### src/rtl/rv32i_types.sv
// Shared fetch-side types: the fetch queue entry, the fetch controller state
// and the default boot address.
package rv32i_types;

  localparam logic [31:0] DEFAULT_RESET_PC = 32'h6000_0000;

  typedef struct packed {
    logic [31:0] pc;
    logic [31:0] instr;
  } fetch_queue_t;

  typedef enum logic {
    RUN   = 1'b0,
    DRAIN = 1'b1
  } fetch_state_t;

  function automatic logic [31:0] word_align(input logic [31:0] addr);
    return {addr[31:2], 2'b00};
  endfunction

endpackage

### src/rtl/fetch_ctrl_if.sv
// Bundle of the I-side memory port and the fetch queue port seen by fetch_ctrl.
interface fetch_ctrl_if;
  import rv32i_types::*;

  logic         imem_req;
  logic [31:0]  imem_addr;
  logic         imem_gnt;
  logic         imem_rvalid;
  logic [31:0]  imem_rdata;

  logic         q_push;
  fetch_queue_t q_data;
  logic         q_pop;
  logic         q_empty;
  logic         q_clear;

  modport master (
    output imem_req, imem_addr, q_push, q_data, q_clear,
    input  imem_gnt, imem_rvalid, imem_rdata, q_pop, q_empty
  );

  modport slave (
    input  imem_req, imem_addr, q_push, q_data, q_clear,
    output imem_gnt, imem_rvalid, imem_rdata, q_pop, q_empty
  );

endinterface

### src/rtl/fetch_ctrl.sv
// Fetch controller: issues in-order pipelined I-memory reads under queue credits
// and an outstanding-read cap, pushes responses into the fetch queue, and
// squashes stale responses after a redirect.
module fetch_ctrl
  import rv32i_types::*;
#(
  parameter int          QUEUE_ADDR_WIDTH = 4,
  parameter int          MAX_OUTSTANDING  = 2,
  parameter logic [31:0] RESET_PC         = DEFAULT_RESET_PC
) (
  input  logic              clk,
  input  logic              rst_n,
  fetch_ctrl_if.master      bus,
  input  logic              redirect,
  input  logic [31:0]       redirect_pc
);

  localparam int QUEUE_DEPTH = 1 << QUEUE_ADDR_WIDTH;
  localparam int CW          = QUEUE_ADDR_WIDTH + 1;
  localparam int OW          = $clog2(MAX_OUTSTANDING + 1);

  localparam logic [CW-1:0] CREDIT_FULL = CW'(QUEUE_DEPTH);
  localparam logic [OW-1:0] OUT_MAX     = OW'(MAX_OUTSTANDING);

  fetch_state_t  state_reg, state_next;
  logic [31:0]   fetch_pc_reg, fetch_pc_next;
  logic [31:0]   resp_pc_reg, resp_pc_next;
  logic [CW-1:0] credits_reg, credits_next;
  logic [OW-1:0] outstanding_reg, outstanding_next;
  logic [OW-1:0] squash_reg, squash_next;
  logic          q_clear_reg;

  logic issue;
  logic pop_ok;
  logic rsp_ok;

  assign issue  = bus.imem_req && bus.imem_gnt;
  // A pop in the redirect cycle is ignored: credits are reloaded to full anyway.
  assign pop_ok = bus.q_pop && !bus.q_empty && !redirect;
  assign rsp_ok = bus.imem_rvalid && (outstanding_reg != '0);

  // State register
  always_ff @(posedge clk or negedge rst_n) begin
    if (!rst_n) begin
      state_reg <= RUN;
    end else begin
      state_reg <= state_next;
    end
  end

  // Next-state logic
  always_comb begin
    state_next = state_reg;
    if (redirect) begin
      state_next = (outstanding_next != '0) ? DRAIN : RUN;
    end else if (state_reg == DRAIN && rsp_ok && squash_reg == OW'(1)) begin
      state_next = RUN;
    end
  end

  // Output logic; gated by rst_n so nothing is requested while held in reset
  always_comb begin
    bus.imem_req = 1'b0;
    bus.q_push   = 1'b0;
    if (rst_n && state_reg == RUN && !redirect) begin
      bus.imem_req = (credits_reg != '0) && (outstanding_reg != OUT_MAX);
      bus.q_push   = rsp_ok;
    end
  end

  assign bus.imem_addr = fetch_pc_reg;
  assign bus.q_data    = fetch_queue_t'({resp_pc_reg, bus.imem_rdata});
  assign bus.q_clear   = q_clear_reg;

  always_comb begin
    outstanding_next = outstanding_reg;
    if (issue && !rsp_ok) begin
      outstanding_next = outstanding_reg + OW'(1);
    end else if (!issue && rsp_ok) begin
      outstanding_next = outstanding_reg - OW'(1);
    end
  end

  // Every read still in flight after a redirect cycle is stale.
  always_comb begin
    squash_next = squash_reg;
    if (redirect) begin
      squash_next = outstanding_next;
    end else if (state_reg == DRAIN && rsp_ok && squash_reg != '0) begin
      squash_next = squash_reg - OW'(1);
    end
  end

  always_comb begin
    credits_next = credits_reg;
    if (redirect) begin
      credits_next = CREDIT_FULL;
    end else if (issue && !pop_ok) begin
      credits_next = credits_reg - CW'(1);
    end else if (!issue && pop_ok && credits_reg != CREDIT_FULL) begin
      credits_next = credits_reg + CW'(1);
    end
  end

  always_comb begin
    fetch_pc_next = fetch_pc_reg;
    resp_pc_next  = resp_pc_reg;
    if (redirect) begin
      fetch_pc_next = word_align(redirect_pc);
      resp_pc_next  = word_align(redirect_pc);
    end else begin
      if (issue) begin
        fetch_pc_next = fetch_pc_reg + 32'd4;
      end
      if (bus.q_push) begin
        resp_pc_next = resp_pc_reg + 32'd4;
      end
    end
  end

  always_ff @(posedge clk or negedge rst_n) begin
    if (!rst_n) begin
      fetch_pc_reg    <= RESET_PC;
      resp_pc_reg     <= RESET_PC;
      credits_reg     <= CREDIT_FULL;
      outstanding_reg <= '0;
      squash_reg      <= '0;
      q_clear_reg     <= 1'b0;
    end else begin
      fetch_pc_reg    <= fetch_pc_next;
      resp_pc_reg     <= resp_pc_next;
      credits_reg     <= credits_next;
      outstanding_reg <= outstanding_next;
      squash_reg      <= squash_next;
      q_clear_reg     <= redirect;
    end
  end

endmodule

### src/flat_wrapper.sv
// flat-port wrapper written by rule: the top's interface ports become plain ports
module fetch_ctrl_flat import rv32i_types::*;
#(
  parameter int          QUEUE_ADDR_WIDTH = 4,
  parameter int          MAX_OUTSTANDING  = 2,
  parameter logic [31:0] RESET_PC         = DEFAULT_RESET_PC
)
  (clk, rst_n, redirect, redirect_pc, bus_imem_req, bus_imem_addr, bus_q_push, bus_q_data, bus_q_clear, bus_imem_gnt, bus_imem_rvalid, bus_imem_rdata, bus_q_pop, bus_q_empty);
  fetch_ctrl_if bus_i ();
  input  logic clk;
  input  logic rst_n;
  input  logic redirect;
  input  logic [31:0] redirect_pc;
  output wire logic [$bits(bus_i.imem_req)-1:0] bus_imem_req;
  output wire logic [$bits(bus_i.imem_addr)-1:0] bus_imem_addr;
  output wire logic [$bits(bus_i.q_push)-1:0] bus_q_push;
  output wire logic [$bits(bus_i.q_data)-1:0] bus_q_data;
  output wire logic [$bits(bus_i.q_clear)-1:0] bus_q_clear;
  input wire logic [$bits(bus_i.imem_gnt)-1:0] bus_imem_gnt;
  input wire logic [$bits(bus_i.imem_rvalid)-1:0] bus_imem_rvalid;
  input wire logic [$bits(bus_i.imem_rdata)-1:0] bus_imem_rdata;
  input wire logic [$bits(bus_i.q_pop)-1:0] bus_q_pop;
  input wire logic [$bits(bus_i.q_empty)-1:0] bus_q_empty;
  assign bus_imem_req = bus_i.imem_req;
  assign bus_imem_addr = bus_i.imem_addr;
  assign bus_q_push = bus_i.q_push;
  assign bus_q_data = bus_i.q_data;
  assign bus_q_clear = bus_i.q_clear;
  assign bus_i.imem_gnt = bus_imem_gnt;
  assign bus_i.imem_rvalid = bus_imem_rvalid;
  assign bus_i.imem_rdata = bus_imem_rdata;
  assign bus_i.q_pop = bus_q_pop;
  assign bus_i.q_empty = bus_q_empty;
  fetch_ctrl #(.QUEUE_ADDR_WIDTH(QUEUE_ADDR_WIDTH), .MAX_OUTSTANDING(MAX_OUTSTANDING), .RESET_PC(RESET_PC)) u_core (.clk(clk), .rst_n(rst_n), .bus(bus_i), .redirect(redirect), .redirect_pc(redirect_pc));
endmodule
### config.mk
export PLATFORM = sky130hd
export DESIGN_NAME = fetch_ctrl_flat
export DESIGN_NICKNAME = d
export VERILOG_FILES = /design/src/rtl/rv32i_types.sv /design/src/rtl/fetch_ctrl_if.sv /design/src/rtl/fetch_ctrl.sv /design/src/flat_wrapper.sv
export SDC_FILE = /design/constraint.sdc
export NUM_CORES = 1
export LEC_CHECK = 0
export ABC_CLOCK_PERIOD_IN_PS = 3500
export BUFFER_PORTS_ARGS = -buffer_cell sky130_fd_sc_hd__buf_2
export CORE_MARGIN = 3
export CORE_UTILIZATION = 36
export DETAILED_ROUTE_END_ITERATION = 16
export PLACE_DENSITY = 0.7
export REMOVE_ABC_BUFFERS = 1
export SYNTH_ARGS = -nofsm -noshare
export SYNTH_HDL_FRONTEND = slang
export SYNTH_SLANG_ARGS = --single-unit
### constraint.sdc
create_clock -name clk -period 3.5 [get_ports clk]
set_input_delay 0.7 -clock clk [delete_from_list [all_inputs] [get_ports clk]]
set_output_delay 0.7 -clock clk [all_outputs]
set_load 0.02 [all_outputs]
==> flow_summary.toml, run 1 <==
[die]
ios = 170
initial_core_util_pct = 37.9
fp-row-count = 39
die_w_um = 117
core-area_um2 = 11700
die_area_um2 = 13700
die_h_um = 117

[clock_network]
holdBufCountCts = 0
clk_latency_ns = 0.33
cts_tree = "yes"
cts_max_path_buffers = 2
cts-buffers-inserted = 9
cts_root_buffer = "clkbuf_16"
cts_max_level = 3
cts_sinks = 71
cts_setup_buffers = 0
path_clk_slew_ns = 0.06
cts_resized = 0

[worst_hold_path]
hold_class = "flip-flop to flip-flop"
holdPathStages = 1

[route]
vias = 3824
drc = 0
drtPass1Iterations = 4
ant_nets = 0
wire_per_inst_um = 19.1
drt_iter0_drc = 189
avgViaCountPerCell = 5.53
wirelength_um = 13200

[logic_synthesis]
synth_area_um2 = 4440
synth_seq_cells = 71
synth-edff-count = 0
synth_async_sr_flop_share_pct = 100
syn_inst = 480
yosys.area.top_type_share_pct = 37.2
synthTopCellsByArea = "dfrtp_1 (37%), buf_4 (6.3%), xnor2_1 (5.7%)"
synthDistinctLibCells = 58
ys_warn_count = 0
seq_area_frac_synth_pct = 40.2
synth-main-ff-cell = "dfrtp_1"
syn_area_per_cell_um2 = 9.25
synth_largest_area_cell = "dfrtp_1"

[pwr]
power.leakage_nw = 2.18
power_density_nw_per_um2 = 540
peakVddDrop_uv = 232

[timing]
finalCritPeriodShare_pct = 82.7
rsz0062_at_grt = "false"
setup_viol = 0
skew_ns = 0.00879
slew_headroom_pct = 38.3
finalHoldViolCount = 0
worstMarginPinSlew_ns = 0.925
drv_slew = 0
fmax_ghz = 0.345
period_needed_ns = 2.90
setup-tns-final_ns = 0

[cells_and_area]
final_util_pct = 43.6
drive_gt1_share_pct = 28.6
layout.nets = 624
area_growth_pct = 14.9
diodes = 0

[place]
portBuffers = 99
routabilityCongestion = 0.805
hpwlAfterDp_um = 9570

[status]
status = "completed"

[grt]
grt_max_degree = 72
grt-ovfl-total = 0
track_usage_pct = 19.5
grt_pass1_wl_um = 20300
antenna_found_initial = 0
first_global_vias = 3837

[setup_path]
cp-end-kind = "flip-flop"
r2r_cells = 10
crit_start = "u_core.outstanding_reg[1]"
worst_ep_required_time_ns = 3.75
critical_path_class = "flip-flop to flip-flop"
cp-start-kind = "flip-flop"
crit_fanout = 5
worstReg2RegEnd = "u_core.credits_reg[4]"
critPathCapture = "u_core.credits_reg[4]"
arrival_ns = 3.14
r2r_setup_slack_ns = 0.60
rr_startpoint = "u_core.outstanding_reg[1]"

[job]
cap_violations = 0
[worst min path at each step]
stage                                  start                       end
floorplan                              rst_n  u_core.bus.imem_addr[10]
global placement    u_core.bus.imem_addr[25]  u_core.bus.imem_addr[25]
detailed placement  u_core.bus.imem_addr[25]  u_core.bus.imem_addr[25]
CTS                 u_core.bus.imem_addr[25]  u_core.bus.imem_addr[25]
global route        u_core.bus.imem_addr[25]  u_core.bus.imem_addr[25]
finish              u_core.bus.imem_addr[25]  u_core.bus.imem_addr[25]
[synth_stat cells (9+ instances only)]
| master | count |
|---|---|
| dfrtp_1 | 66 |
| nand2_1 | 53 |
| o21ai_0 | 38 |
| buf_4 | 37 |
| xnor2_1 | 29 |
| nand3_1 | 26 |
| nor2_1 | 20 |
| inv_1 | 16 |
| nor3_1 | 16 |
| clkbuf_1 | 14 |
| nand4_1 | 14 |
| mux2_2 | 12 |
| o311ai_0 | 12 |
| o211ai_1 | 11 |
| nor4_1 | 10 |
| ha_1 | 9 |
| xor2_1 | 9 |
[routing by layer]
metal  track usage, %  vias to the layer above  routed length, µm
met5             1.48                        -                  0
met4             6.27                        0                174
met3             6.53                       20               1000
met2             28.8                      128               5810
met1             27.0                     1859               6190
li1                 -                     1817                  -
[cells by family after synthesis]
| logic type | count (synthesis) | share of synthesized area [%] |
|---|---|---|
| buf+inv | 72 | 9.92 |
| fa+ha+maj | 10 | 2.99 |
| compound gates | 102 | 15.6 |
| flops | 71 | 40.2 |
| xor+xnor | 38 | 7.50 |
| mux | 14 | 3.49 |
| simple gates | 172 | 20.2 |
| other cells | 1 | 0.0844 |
[power breakdown]
part	switching (mW)	internal, mW
registers	0.137	0.937
logic	0.414	0.300
clock network	0.359	0.609
[layout make-up]
cell class,instances,area (µm²)
Multi-Input combinational cell,340,2230
Clock inverter,3,40.0
Sequential cell,71,1780
Inverter,16,60.1
Fill cell,1177,6610
Clock buffer,13,270
Tap cell,143,179
Timing Repair Buffer,105,541
[per-stage QoR]
step           hold slack (ns)  total power [mW]  area (µm²)  instances  worst slack [ns]
2_1_floorplan            0.404              1.55        4070        427             0.344
3_3_place_gp             0.524              1.77        4790        675             0.414
3_5_place_dp             0.542              1.80        4790        675             0.403
4_1_cts                  0.550              2.77        5100        691             0.625
5_1_grt                  0.587              2.90        5100        691             0.363
6_report                 0.550              2.76        5100        691             0.604
[cell usage in the layout, fill, tap and decap left out, types with 3 or more instances in the layout]
master,instances
buf_2,99
a31o_2,5
ha_1,9
xnor2_1,29
nor4_1,10
nor2b_1,5
clkbuf_16,9
o211ai_1,11
nand4_1,14
xor2_1,9
nor2_1,20
nand3_1,26
dfrtp_1,66
o311ai_0,12
inv_1,16
o21ai_0,38
o21ai_1,5
mux2_2,12
and3_1,8
buf_4,6
and2_1,3
nor3_1,16
dfstp_2,5
a31oi_1,4
a21oi_1,8
conb_1,4
clkbuf_8,3
and4_1,3
nand2_1,53
[critical path, cell delays in order, from the launching register on]
cell	delay [ns]
dfrtp_1	0.42
ha_1	0.21
nor4b_2	0.40
o211a_1	0.29
nand2_4	0.09
fa_1	0.39
nor2b_1	0.16
o21ai_0	0.16
a211o_1	0.34
a311oi_1	0.24
o21ai_0	0.12
Power figures use the tool's default switching activity.
==> run 2: changes to the inputs <==
- ABC_CLOCK_PERIOD_IN_PS: 3500 -> 2900
- clock period: 3.5 -> 2.9 ns (I/O delays scaled with it)
==> flow_summary.toml, run 2 (synthesized netlist as in run 1, its figures left out) <==
[timing]
slew_headroom_pct = 39.4
worstMarginPinSlew_ns = 0.909
drv_slew = 0
fmax_ghz = 0.362
period_needed_ns = 2.76
rsz0062_at_grt = "false"
fin_hold_ws_ns = 0.492
setup_ws_ns = 0.135
setup_viol = 0
skew_ns = 0.00867
finalHoldViolCount = 0
setup-tns-final_ns = 0
finalCritPeriodShare_pct = 95.3

[route]
drtPass1Iterations = 4
drt_iter0_drc = 176
vias = 3879
drc = 0
wirelength_um = 12900
ant_nets = 0
avgViaCountPerCell = 5.55
wire_per_inst_um = 18.4

[setup_path]
arrival_ns = 3.00
crit_buf_inv = 1
r2r_cells = 10
worst-path-stages = 10
worst_ep_required_time_ns = 3.14
rr_startpoint = "u_core.credits_reg[2]"
cp_cell_sequence = "or4_4 -> o211a_1 -> nand2_4 -> inv_1 -> ha_1 -> nor2b_2 -> o21ai_1 -> a211o_1 -> a311oi_1 -> o21ai_0"
r2r_setup_slack_ns = 0.14
critical-path-top-delay-family = "compound AO/OA/AOI/OAI gates"
critPathCapture = "u_core.credits_reg[4]"
cp-start-kind = "flip-flop"
crit_fanout = 5
cp-end-kind = "flip-flop"
critical_path_class = "flip-flop to flip-flop"
cp_slowest_stage_delay_ns = 0.52
crit_slowest_cell = "or4_4"
worstReg2RegEnd = "u_core.credits_reg[4]"
crit_start = "u_core.credits_reg[2]"

[cells_and_area]
most-common-layout-cells = "buf_2 (99), dfrtp_1 (66), nand2_1 (53)"
final_util_pct = 43.9
layout_commonest_cell = "buf_2"
fillers = 1157
drive_gt1_share_pct = 29.5
area_growth_pct = 15.7
multi_input_area_um2 = 2230
layout.nets = 632
seq_area_um2 = 1780
diodes = 0

[grt]
track_usage_pct = 19.1
grt-ovfl-total = 0
antenna_found_initial = 0
grt_pass1_wl_um = 20100
grt_max_degree = 72
first_global_vias = 3913

[pwr]
combPwrFrac_pct = 27.8
power_density_nw_per_um2 = 631
power.leakage_nw = 2.20
netSwitchingFraction_pct = 33.2
clkPwrFrac_pct = 32.3
peakVddDrop_uv = 271
pwr-share-seq_pct = 39.8
p_int_mw = 2.16
switching_power_mw = 1.08

[worst_hold_path]
hold_class = "primary input to flip-flop"
holdPathStages = 3

[clock_network]
cts_sinks = 71
cts_max_level = 3
cts_tree = "yes"
cts_root_buffer = "clkbuf_16"
path_clk_slew_ns = 0.06
clk_latency_ns = 0.32
cts-buffers-inserted = 9
cts_max_path_buffers = 2

[place]
routabilityCongestion = 0.877
hpwlAfterDp_um = 9600
dpl_worst_slack_ns = 0.0462
portBuffers = 99

[die]
core-area_um2 = 11700
die_w_um = 117
die_area_um2 = 13700
ios = 170
fp-row-count = 39
initial_core_util_pct = 37.9
die_h_um = 117

[status]
status = "completed"

[job]
cap_violations = 0
==> run 2: worst min-delay path: cells and delay by family <==
kind            cells  cell delay [ns]
compound gates      1             0.07
simple gates        1             0.06
buf+inv             1             0.07
==> run 2: how the worst min path moves through the flow <==
stage | startpoint | end | slack, ns
global placement | u_core.bus.imem_addr[25] | u_core.bus.imem_addr[25] | 0.52
CTS | redirect_pc[17] | u_core.resp_pc_reg[17] | 0.49
finish | redirect_pc[17] | u_core.resp_pc_reg[17] | 0.49
global route | redirect_pc[9] | u_core.bus.imem_addr[9] | 0.50
floorplan | rst_n | u_core.bus.imem_addr[10] | 0.28
detailed placement | u_core.bus.imem_addr[25] | u_core.bus.imem_addr[25] | 0.54
==> run 2: final cells by class <==
type	instances	share of cell area [%]
clock inverter	1	0.0974
sequential	71	34.7
tap	143	3.48
inverter	16	1.17
multi-input combinational	340	43.4
timing repair buffer	113	11.7
clock buffer	15	5.41
==> run 2: through the flow <==
stage	cell area [µm²]	power, mW	cells
3_3_place_gp	4840	2.15	681
4_1_cts	5120	3.26	697
2_1_floorplan	4070	1.88	427
6_report	5140	3.24	699
3_5_place_dp	4840	2.20	681
5_1_grt	5140	3.42	699
==> run 2: what timing repair did <==
| action | 4_1_cts | 5_1_grt |
|---|---|---|
| setup buffers | 0 | 2 |
| hold buffers | 0 | 0 |
| setup endpoints to repair | 0 | 1 |
| resized for setup | 0 | 2 |
==> run 2: per-layer routing <==
layer	up-vias	wire, µm	track usage (%)
met4	0	97	3.44
met2	147	5750	29.2
met5	-	0	1.48
li1	1834	-	-
met1	1888	5990	25.9
met3	10	1020	7.51
==> run 2: power groups by stage <==
stage / combinational (mW) / clock, mW / sequential, mW
6_report: 0.902 / 1.05 / 1.29
4_1_cts: 0.901 / 1.07 / 1.29
2_1_floorplan: 0.494 / 0 / 1.38
3_3_place_gp: 0.860 / 0 / 1.29
5_1_grt: 1.00 / 1.11 / 1.31
3_5_place_dp: 0.897 / 0 / 1.30
==> run 3: changes to the inputs <==
- ABC_CLOCK_PERIOD_IN_PS: 2900 -> 3300
- SETUP_SLACK_MARGIN: unset -> 0.5
- clock period: 2.9 -> 3.3 ns (I/O delays scaled with it)
==> flow_summary.toml, run 3 (synthesized netlist as in run 1, its figures left out) <==
[status]
status = "completed"

[setup_path]
crit_fanout = 5
rr_startpoint = "u_core.credits_reg[2]"
r2r_setup_slack_ns = 0.59
cp_slowest_stage_delay_ns = 0.53
worst-path-stages = 10
crit_buf_inv = 1
worst_ep_required_time_ns = 3.51
worstReg2RegEnd = "u_core.credits_reg[3]"
arrival_ns = 2.92
critical-path-top-delay-family = "simple AND/OR/NAND/NOR gates"
r2r_cells = 10
cp_cell_sequence = "or4_4 -> o211a_4 -> nand2_4 -> inv_1 -> ha_1 -> a21o_2 -> a21oi_1 -> xor2_1 -> nor2_1 -> mux2_2"
cp-start-kind = "flip-flop"
cp-end-kind = "flip-flop"
critical_path_class = "flip-flop to flip-flop"
crit_slowest_cell = "or4_4"

[grt]
track_usage_pct = 19.4
antenna_found_initial = 0
grt-ovfl-total = 0
first_global_vias = 3843
grt_max_degree = 72
grt_pass1_wl_um = 20200

[route]
vias = 3908
drtPass1Iterations = 5
wire_per_inst_um = 19.0
drt_iter0_drc = 182
ant_nets = 0
wirelength_um = 13200
drc = 0
avgViaCountPerCell = 5.62

[worst_hold_path]
hold_class = "flip-flop to flip-flop"
min_from = "u_core.bus.imem_addr[25]"
worstHoldEndpoint = "u_core.bus.imem_addr[25]"
holdPathStages = 1

[die]
core-area_um2 = 11700
fp-row-count = 39
ios = 170
die_h_um = 117
die_w_um = 117
initial_core_util_pct = 37.9
die_area_um2 = 13700

[cells_and_area]
most-common-layout-cells = "buf_2 (99), dfrtp_1 (65), nand2_1 (53)"
drive_gt1_share_pct = 30.1
area_growth_pct = 16.2
layout_commonest_cell = "buf_2"
layout.nets = 628
diodes = 0
fillers = 1127

[timing]
fmax_ghz = 0.369
finalHoldViolCount = 0
period_needed_ns = 2.71
finalCritPeriodShare_pct = 82.1
drv_slew = 0
worstMarginPinSlew_ns = 0.924
setup-tns-final_ns = 0
skew_ns = 0.00784
setup_viol = 0
setup_ws_ns = 0.590
slew_headroom_pct = 38.4
rsz0062_at_grt = "true"

[clock_network]
cts-buffers-inserted = 9
cts_tree = "yes"
cts_root_buffer = "clkbuf_16"
clk_latency_ns = 0.33
cts_max_path_buffers = 2
cts_sinks = 71
cts_max_level = 3
holdBufCountCts = 0
path_clk_slew_ns = 0.06

[place]
dpl_worst_slack_ns = 0.298
routabilityCongestion = 0.849
hpwlAfterDp_um = 9690
portBuffers = 99

[pwr]
peakVddDrop_uv = 203
power.leakage_nw = 2.18
power_density_nw_per_um2 = 563

[job]
cap_violations = 0
[run 3: stage by stage]
step           instances  total power, mW  area [µm²]  hold WS (ns)  util [%]
2_1_floorplan        427             1.65        4070         0.364         -
3_5_place_dp         677             1.92        4810         0.542      41.0
4_1_cts              695             2.90        5110         0.549      43.7
5_1_grt              695             3.05        5160         0.561      44.1
6_report             695             2.90        5160         0.556      44.1
3_3_place_gp         677             1.88        4810         0.523      41.0
[run 3: area by class of cell]
cell class	count	area [µm²]	share of cell area (%)
timing repair buffer	109	571	11.1
inverter	16	60.1	1.16
clock inverter	4	45.0	0.873
clock buffer	12	246	4.78
tap	143	179	3.47
multi-input combinational	340	2270	44.1
sequential	71	1780	34.6
[run 3: what timing repair did]
action / 4_1_cts / 5_1_grt
setup buffers: 2 / 0
resized for setup: 2 / 8
endpoints found under the setup margin: 1 / 2
[run 3: power by group]
group / internal [mW] / switching (mW) / total, mW
combinational: 0.339 / 0.463 / 0.802
clock: 0.602 / 0.361 / 0.963
sequential: 0.995 / 0.143 / 1.14
total: 1.94 / 0.967 / 2.90
[run 3: layer usage]
layer | vias to the layer above | GRT usage [%] | share of wire, %
li1 | 1833 | - | -
met4 | 0 | 6.35 | 1.1
met1 | 1919 | 26.4 | 46
met2 | 144 | 28.2 | 45
met3 | 12 | 7.46 | 7.3
met5 | - | 1.48 | 0
[run 3: how the worst max path moves through the flow]
stage,startpoint,end,slack [ns]
2_1_floorplan,redirect,u_core.credits_reg[4],0.18
3_3_place_gp,redirect,u_core.credits_reg[4],0.41
3_5_place_dp,redirect,u_core.credits_reg[4],0.30
4_1_cts,u_core.credits_reg[1],u_core.credits_reg[4],0.52
5_1_grt,u_core.credits_reg[2],u_core.credits_reg[3],0.49
6_report,u_core.credits_reg[2],u_core.credits_reg[3],0.59
